## src/rtl/gesture_pkg.sv

```systemverilog
// Shared definitions for the gesture command arbiter: FSM encodings,
// command indices and the command code width.
package gesture_pkg;

  typedef enum logic [1:0] {
    ARB_IDLE     = 2'd0,
    ARB_SEND     = 2'd1,
    ARB_COOLDOWN = 2'd2
  } arb_state_e;

  localparam int CMD_W = 4;

  localparam logic [CMD_W-1:0] CMD_ON  = 4'd0;
  localparam logic [CMD_W-1:0] CMD_OFF = 4'd1;

endpackage

```

## src/rtl/gesture_cmd_arbiter_rr_pick.sv

```systemverilog
// Combinational round-robin selector over the motion requesters 2..N_REQ-1,
// starting just after rr_last and wrapping from N_REQ-1 back to 2.
module rr_pick
  import gesture_pkg::*;
#(
  parameter int N_REQ = 6
) (
  input  logic [N_REQ-1:0] req,
  input  logic [CMD_W-1:0] rr_last,
  output logic             found,
  output logic [CMD_W-1:0] idx
);

  localparam int N_M = N_REQ - 2;

  logic [15:0]      req_pad;
  logic [CMD_W-1:0] cand;
  int               base;

  always_comb begin
    req_pad = 16'(req);
    // base is rr_last expressed as an offset within the motion range
    base    = (int'(rr_last) >= 2) ? int'(rr_last) - 2 : N_M - 1;
    found   = 1'b0;
    idx     = '0;
    cand    = '0;
    for (int k = 1; k <= N_M; k++) begin
      cand = CMD_W'((base + k) % N_M + 2);
      if (!found && req_pad[cand]) begin
        found = 1'b1;
        idx   = cand;
      end
    end
  end

endmodule

```

## src/rtl/gesture_cmd_arbiter.sv

```systemverilog
// Arbitrates gesture detector requests into one drone command at a time,
// tracking armed state, enforcing a post-command cooldown and clearing detectors.
module gesture_cmd_arbiter
  import gesture_pkg::*;
#(
  parameter int N_REQ    = 6,
  parameter int COOLDOWN = 16,
  parameter int CD_W     = 32
) (
  input  logic             clock,
  input  logic             reset,
  input  logic [N_REQ-1:0] req,
  input  logic             tx_ready,
  output logic             cmd_valid,
  output logic [CMD_W-1:0] cmd_code,
  output logic [N_REQ-1:0] det_reset,
  output logic             armed,
  output logic [1:0]       arb_state
);

  localparam logic [CD_W-1:0]  CD_LOAD = (COOLDOWN == 0) ? '0 : CD_W'(COOLDOWN - 1);
  localparam logic [CMD_W-1:0] RR_INIT = CMD_W'(N_REQ - 1);

  // Handshake: cmd_valid/cmd_code stay stable while cmd_valid=1; a transfer
  // happens on the edge where tx_ready=1 is sampled together with cmd_valid=1.
  arb_state_e       state_q, state_d;
  logic             cmd_valid_q, cmd_valid_d;
  logic [CMD_W-1:0] cmd_code_q, cmd_code_d;
  logic [N_REQ-1:0] det_reset_q, det_reset_d;
  logic             armed_q, armed_d;
  logic [CD_W-1:0]  cd_q, cd_d;
  logic [CMD_W-1:0] rr_last_q, rr_last_d;

  logic             rr_found;
  logic [CMD_W-1:0] rr_idx;
  logic             grant;
  logic [CMD_W-1:0] grant_idx;
  logic [15:0]      grant_oh;

  rr_pick #(.N_REQ(N_REQ)) u_rr_pick (
    .req     (req),
    .rr_last (rr_last_q),
    .found   (rr_found),
    .idx     (rr_idx)
  );

  always_comb begin
    state_d     = state_q;
    cmd_valid_d = cmd_valid_q;
    cmd_code_d  = cmd_code_q;
    det_reset_d = '0;
    armed_d     = armed_q;
    cd_d        = cd_q;
    rr_last_d   = rr_last_q;
    grant       = 1'b0;
    grant_idx   = '0;
    grant_oh    = '0;

    case (state_q)
      ARB_IDLE: begin
        if (!armed_q) begin
          // Everything pending while disarmed is flushed; only ON may win.
          det_reset_d = req;
          if (req[0]) begin
            grant     = 1'b1;
            grant_idx = CMD_ON;
          end
        end else begin
          det_reset_d = {{(N_REQ-1){1'b0}}, req[0]};
          if (req[1]) begin
            grant     = 1'b1;
            grant_idx = CMD_OFF;
          end else if (rr_found) begin
            grant     = 1'b1;
            grant_idx = rr_idx;
            rr_last_d = rr_idx;
          end
        end
      end
      ARB_SEND: begin
        if (tx_ready && cmd_valid_q) begin
          cmd_valid_d = 1'b0;
          if (cmd_code_q == CMD_ON)  armed_d = 1'b1;
          if (cmd_code_q == CMD_OFF) armed_d = 1'b0;
          if (COOLDOWN == 0) begin
            state_d = ARB_IDLE;
          end else begin
            state_d = ARB_COOLDOWN;
            cd_d    = CD_LOAD;
          end
        end
      end
      ARB_COOLDOWN: begin
        if (cd_q == '0) state_d = ARB_IDLE;
        else            cd_d    = cd_q - CD_W'(1);
      end
      default: state_d = ARB_IDLE;
    endcase

    grant_oh = 16'd1 << grant_idx;
    if (grant) begin
      state_d     = ARB_SEND;
      cmd_valid_d = 1'b1;
      cmd_code_d  = grant_idx;
      det_reset_d = det_reset_d | grant_oh[N_REQ-1:0];
    end
  end

  always_ff @(posedge clock) begin
    if (reset) begin
      state_q     <= ARB_IDLE;
      cmd_valid_q <= 1'b0;
      cmd_code_q  <= '0;
      det_reset_q <= '0;
      armed_q     <= 1'b0;
      cd_q        <= '0;
      rr_last_q   <= RR_INIT;
    end else begin
      state_q     <= state_d;
      cmd_valid_q <= cmd_valid_d;
      cmd_code_q  <= cmd_code_d;
      det_reset_q <= det_reset_d;
      armed_q     <= armed_d;
      cd_q        <= cd_d;
      rr_last_q   <= rr_last_d;
    end
  end

  assign cmd_valid = cmd_valid_q;
  assign cmd_code  = cmd_code_q;
  assign det_reset = det_reset_q;
  assign armed     = armed_q;
  assign arb_state = state_q;

endmodule

```

## config.mk

```make
export PLATFORM = sky130hd
export DESIGN_NAME = gesture_cmd_arbiter
export DESIGN_NICKNAME = d
export VERILOG_FILES = /design/src/rtl/gesture_pkg.sv /design/src/rtl/gesture_cmd_arbiter_rr_pick.sv /design/src/rtl/gesture_cmd_arbiter.sv
export SDC_FILE = /design/constraint.sdc
export NUM_CORES = 1
export LEC_CHECK = 0
export CAP_MARGIN = 40
export CORE_MARGIN = 1
export CORE_UTILIZATION = 45
export CTS_CLUSTER_DIAMETER = 120
export CTS_CLUSTER_SIZE = 28
export DETAILED_ROUTE_END_ITERATION = 10
export GPL_TIMING_DRIVEN = 0
export HOLD_SLACK_MARGIN = 0.15
export PLACE_DENSITY = 0.65
export SLEW_MARGIN = 20
export SYNTH_ARGS = -nofsm -noshare
export SYNTH_HDL_FRONTEND = slang
export SYNTH_SLANG_ARGS = --single-unit
```

## constraint.sdc

```tcl
create_clock -name clock -period 5.7 [get_ports clock]
set_input_delay 1.14 -clock clock [delete_from_list [all_inputs] [get_ports clock]]
set_output_delay 1.14 -clock clock [all_outputs]
set_load 0.02 [all_outputs]
```

; After elaboration in Yosys (flattened, before gate mapping)
; Index checks and enable logic that the tools add are counted.
[op_classes]
n_addsub = 10
magnitude_cmp = 5
eq_ne = 9
shift = 1
n_mux = 41
n_bitwise = 7
reduce_logical = 25
[ops]
columns = cell, count
row1 = $mux W32, 3
row2 = $add A32 B3 Y32 const B, 2
row3 = $pmux W32 S2, 1
row4 = $add A32 B2 Y32 const B, 1
row5 = $add A32 B4 Y32 const B, 1
row6 = $logic_not A32 Y1, 1
row7 = $mux W4, 8
row8 = $sub A32 B1 Y32 const B, 1
row9 = $lt A4 B5 Y1 const B, 4
row10 = $mux W1, 19
row11 = $mux W6, 3
row12 = $add A3 B3 Y4 const B, 4
row13 = $bmux W1 S4, 4
row14 = $reduce_and A3 Y1, 4
row15 = $reduce_or A2 Y1, 5
row16 = $ne A2 B2 Y1 const B, 4
row17 = $reduce_bool A2 Y1, 4
row18 = $ne A3 B3 Y1 const B, 2
row19 = $or A6 B6 Y6, 1
row20 = $pmux W2 S3, 1
row21 = $shl A1 B4 Y6 const A, 1
row22 = $sub A4 B2 Y5 const B, 1
row23 = $and A1 B1 Y1, 4
row24 = $eq A4 B1 Y1 const B, 1
row25 = other kinds (11), 18
[word_totals]
ff_bits = 50
in_bits = 9
output_inout_bits = 14

; Depth between registers and ports, before layout
[depth]
word_depth = 25
ltp_mapped = 18
ltp_nobuf = 16

; Cells and area by module
; A second synthesis with hierarchy kept.
[unflattened]
hier_cells = 368
area_unflattened_um2 = 2916.5
[by_module_without_submodules]
columns = module, instances, cells_each, area_each_um2, seq_area_each_um2
row1 = gesture_cmd_arbiter, 1, 277, 2314.7, 1001.0
row2 = rr_pick, 1, 91, 601.8, 0.0

; Least setup slack after synthesis
; Ideal clock, no wire load.
[synth_path]
kind = reg2reg
from = register rr_last_q[1]
to = register det_reset_q[2] (netlist: det_reset[2])
setup_ns = 0.087
t_arrival_ns = 3.924
required_ns = 5.613
slack_ns = 1.689
path_stages_with_launch = 19
period_less_slack_ns = 4.011
cell_sequence = dfxtp_1 -> clkbuf_1 -> inv_1 -> ha_1 -> ha_1 -> clkbuf_1 -> nor2b_1 -> nor2_1 -> inv_1 -> ha_1 -> inv_1 -> ha_1 -> nor3b_1 -> and4_1 -> a31oi_1 -> and4_1 -> a311oi_4 -> o211ai_1 -> o31ai_1
[synth_via]
elab_chain_len = 25
elab_cells_between_ends = 52
[synth_rtl]
columns = item, line
row1 = start: declaration, gesture_cmd_arbiter.sv:32  ; logic [CMD_W-1:0] rr_last_q, rr_last_d;
row2 = start signal: assignment, gesture_cmd_arbiter.sv:125  ; rr_last_q <= rr_last_d;
row3 = $sub A4 B2 Y5 / $ge A4 B2 Y1 (equally long branches), gesture_cmd_arbiter_rr_pick.sv:23  ; base = (int'(rr_last) >= 2) ? int'(rr_last) - 2 : N_M - 1;
row4 = $mux W32 *, gesture_cmd_arbiter_rr_pick.sv:23
row5 = $add A32 B2 Y32, gesture_cmd_arbiter_rr_pick.sv:28  ; cand = CMD_W'((base + k) % N_M + 2);
row6 = $reduce_or A2 Y1 (no line), -
row7 = $and A1 B1 Y1 (no line), -
row8 = $add A3 B3 Y4, gesture_cmd_arbiter_rr_pick.sv:28
row9 = $bmux W1 S4, gesture_cmd_arbiter_rr_pick.sv:29  ; if (!found && req_pad[cand]) begin
row10 = $mux W1 (implied by the code), gesture_cmd_arbiter_rr_pick.sv:29
row11 = [... 9 more ...], -
row12 = $mux W4 / $mux W1 (equally long branches), gesture_cmd_arbiter_rr_pick.sv:29
row13 = $mux W4, gesture_cmd_arbiter.sv:73  ; end else if (rr_found) begin
row14 = $mux W4, gesture_cmd_arbiter.sv:70  ; if (req[1]) begin
row15 = $mux W4, gesture_cmd_arbiter.sv:61  ; if (!armed_q) begin
row16 = $mux W4, gesture_cmd_arbiter.sv:59  ; case (state_q)
row17 = $shl A1 B4 Y6, gesture_cmd_arbiter.sv:100  ; grant_oh = 16'd1 << grant_idx;
row18 = $or A6 B6 Y6, gesture_cmd_arbiter.sv:105  ; det_reset_d = det_reset_d | grant_oh[N_REQ-1:0];
row19 = $mux W6 *, gesture_cmd_arbiter.sv:101  ; if (grant) begin
row20 = end signal: assignment, gesture_cmd_arbiter.sv:122  ; det_reset_q <= det_reset_d;
row21 = end: declaration, gesture_cmd_arbiter.sv:29  ; logic [N_REQ-1:0] det_reset_q, det_reset_d;
; Mark *: on every way between the ends. The rest lies on a longest branch, timed or not. The select of a mux whose other input is x is not followed.
; A chain may end at the register's enable or synchronous reset.

; Worst setup path after layout
; Ends and elaborated chain as after synthesis.

==> flow_metrics.py <==
metrics = {
    "place": {
        "dp_cells": 460,
        "io_buffers": 20,
        "dp_hpwl_mm": 5.40,
        "place.gp.congestion": 0.884,
    },
    "finish": {
        "utilization_pct": 53.4,
        "syn2layout_area_growth_pct": 12.9,
        "stdcell_count": 468,
        "ff_latch_area_mm2": 0.00100,
        "multi_input_area_mm2": 0.00191,
        "layout_common_cells": "dfxtp_1, nor2_1, nand2_1",
        "nets": 409,
        "final_common_cell": "dfxtp_1",
        "fillerInstances": 608,
        "drive_gt1_share_pct": 10.7,
        "diodes": 0,
    },
    "timing": {
        "min_period_over_period_pct": 86.2,
        "min_period_ps": 4910,
        "setup_tns_ps": 0,
        "setup_viol": 0,
        "tightest_slew_ps": 771,
        "final_hold_viol_count": 0,
        "drv_slew": 0,
        "rsz0062_at_grt": "false",
        "skew_ps": 6.80,
        "fmax_mhz": 204,
        "max-slew-margin-rel_pct": 48.3,
    },
    "floorplanning": {
        "rows": 29,
        "die_x_um": 84.1,
        "core_area_mm2": 0.00642,
        "initial_core_util_pct": 47.3,
        "die_h_um": 84.1,
        "die_area_mm2": 0.00708,
        "io_pins": 23,
    },
    "clocking": {
        "cts_resized": 0,
        "tritoncts": "done",
        "cts_buffer_depth": 2,
        "post_cts_buffers": 0,
        "clk_pin_slew_worst_paths_ps": 90,
        "root_buffer": "clkbuf_8",
        "cts.sinks": 50,
        "cts-buffers-inserted": 5,
        "clock_latency_ps": 300,
        "h-tree-depth": 2,
        "cts_hold_buf": 0,
    },
    "run": {
        "max_cap_violations": 0,
    },
    "synthesis": {
        "ys_seq_area_share_pct": 33.0,
        "synthAdderAreaFrac_pct": 4.12,
        "netlist_instances": 362,
        "ys_ff_latch": 50,
        "synth_compound_area_share_pct": 23.4,
        "synth_edf_count": 0,
        "synth_nets": 381,
        "synthSimpleGateAreaFrac_pct": 28.3,
        "synthMuxAreaShare_pct": 1.73,
        "avgSynthCellArea_um2": 8.39,
        "syn_area_mm2": 0.00304,
        "synthXorXnorAreaFrac_pct": 5.19,
        "ys_async_sr_fraction_pct": 0,
        "synthDistinctLibCells": 65,
        "ys_warn_count": 0,
        "synth_top_family_by_area": "simple AND/OR/NAND/NOR gates",
        "synth_ff_type": "dfxtp_1",
    },
    "power_and_ir_drop": {
        "p_leak_nw": 1.28,
        "p_per_area_mw_per_mm2": 234,
        "ir_worst_vdd_mv": 0.138,
    },
    "grt": {
        "grt_overflow": 0,
        "grt_start_max_net_pins": 16,
        "grtUsageTotal_pct": 22.0,
        "grt_pass1_vias": 2574,
        "grt_pass1_wl_mm": 12.6,
        "antenna_found_initial": 0,
    },
    "worst_setup_path": {
        "cp-end-kind": "flop",
        "arrival_ps": 5120,
        "required_ps": 5910,
        "crit_fanout": 10,
        "crit_type": "reg -> reg",
        "cp-start-kind": "flop",
    },
    "worst_hold_path": {
        "hold_class": "reg -> reg",
    },
    "route": {
        "initialDrtViolationCount": 252,
        "wl_mm": 7.51,
        "antenna_left": 0,
        "vias": 2845,
        "drt-wirelength-per-cell_um": 16.1,
        "drc": 0,
        "viasPerCell": 6.08,
        "dr.pass1.iters": 4,
    },
    "run_status": {
        "outcome": "finished clean",
    },
}
[Yosys cell counts, drive strengths merged, types with 4 or more instances]
cell | number | area [um2]
dfxtp | 50 | 1000
nor2 | 46 | 173
nand2 | 24 | 90.1
a21oi | 21 | 109
inv | 15 | 56.3
o21ai | 15 | 75.1
or4 | 15 | 123
a211oi | 13 | 97.6
nor3 | 12 | 71.3
xnor2 | 12 | 105
ha | 10 | 125
nand2b | 9 | 56.3
clkbuf | 8 | 30.0
nor4 | 7 | 58.8
o211ai | 7 | 66.3
buf | 6 | 40.0
nor2b | 6 | 37.5
o31ai | 6 | 45.0
xor2 | 6 | 52.6
a31oi | 5 | 31.3
or2 | 5 | 31.3
a22oi | 4 | 30.0
a31o | 4 | 35.0
and3 | 4 | 25.0
nor3b | 4 | 30.0
or3 | 4 | 28.8
[cells by family after synthesis]
logic type / after synthesis
AND/OR/NAND/NOR: 151
AO/OA/AOI/OAI: 98
flip-flops: 50
buffers and inverters: 30
XOR/XNOR: 18
adder cells (fa/ha/maj): 10
multiplexers: 5
[final timing paths]
check                             startpoint      endpoint  slack (ps)  cells after the start
worst max-delay path            rr_last_q[1]  det_reset[2]         790                     17
worst max register to register  rr_last_q[1]  det_reset[2]         790                     17
worst min register to register      cd_q[15]      cd_q[15]         470                      2
worst min-delay path                cd_q[15]      cd_q[15]         470                      2
[worst max-delay path, stage by stage (launching register included)]
cell and delay, ps:
dfxtp_1 320, clkbuf_1 190, inv_1 120, ha_1 150
ha_1 160, nor2_1 100, nor2_1 440, clkinv_1 420
ha_1 430, inv_1 60, ha_1 370, nor3b_1 390
and4_1 270, a31oi_1 90, and4_1 290, a311oi_4 460
o211ai_1 250, o31ai_1 290
[area by class of cell]
class	instances	share of cell area [%]
sequential	50	29.2
clock inverter	2	0.401
inverter	16	1.75
clock buffer	6	2.12
tap	77	2.81
multi-input combinational	282	55.7
timing repair buffer	21	5.99
buffer	14	2.04
[flip-flops by register name, indices dropped and copies added (netlist names)]
| signal | cells |
|---|---|
| arb_state | 2 |
| armed | 1 |
| cd_q | 32 |
| cmd_code | 4 |
| cmd_valid | 1 |
| det_reset | 6 |
| rr_last_q | 4 |
[power breakdown]
part | internal [W] | switching [W] | total (W)
clock network | 0.0000868 | 0.000114 | 0.000201
logic | 0.0000934 | 0.000126 | 0.000220
registers | 0.000365 | 0.0000152 | 0.000381
total | 0.000546 | 0.000256 | 0.000801
[routing by layer]
layer	part of all wire, %	global-route usage (%)	wire, um
met1	50	32.2	3740
met3	5.7	3.54	432
met5	0	0	0
met2	44	34.4	3310
met4	0.48	4.39	36
[stage by stage]
stage / instance area, um2 / power (W) / setup slack (ps) / hold slack [ps]
floorplan: 3040 / 0.000551 / 1690 / 431
global placement: 3330 / 0.000603 / 911 / 449
detailed placement: 3340 / 0.000606 / 898 / 457
CTS: 3430 / 0.000806 / 862 / 471
global route: 3430 / 0.000851 / 254 / 486
finish: 3430 / 0.000801 / 789 / 468
(Power assumes the default switching activity.)
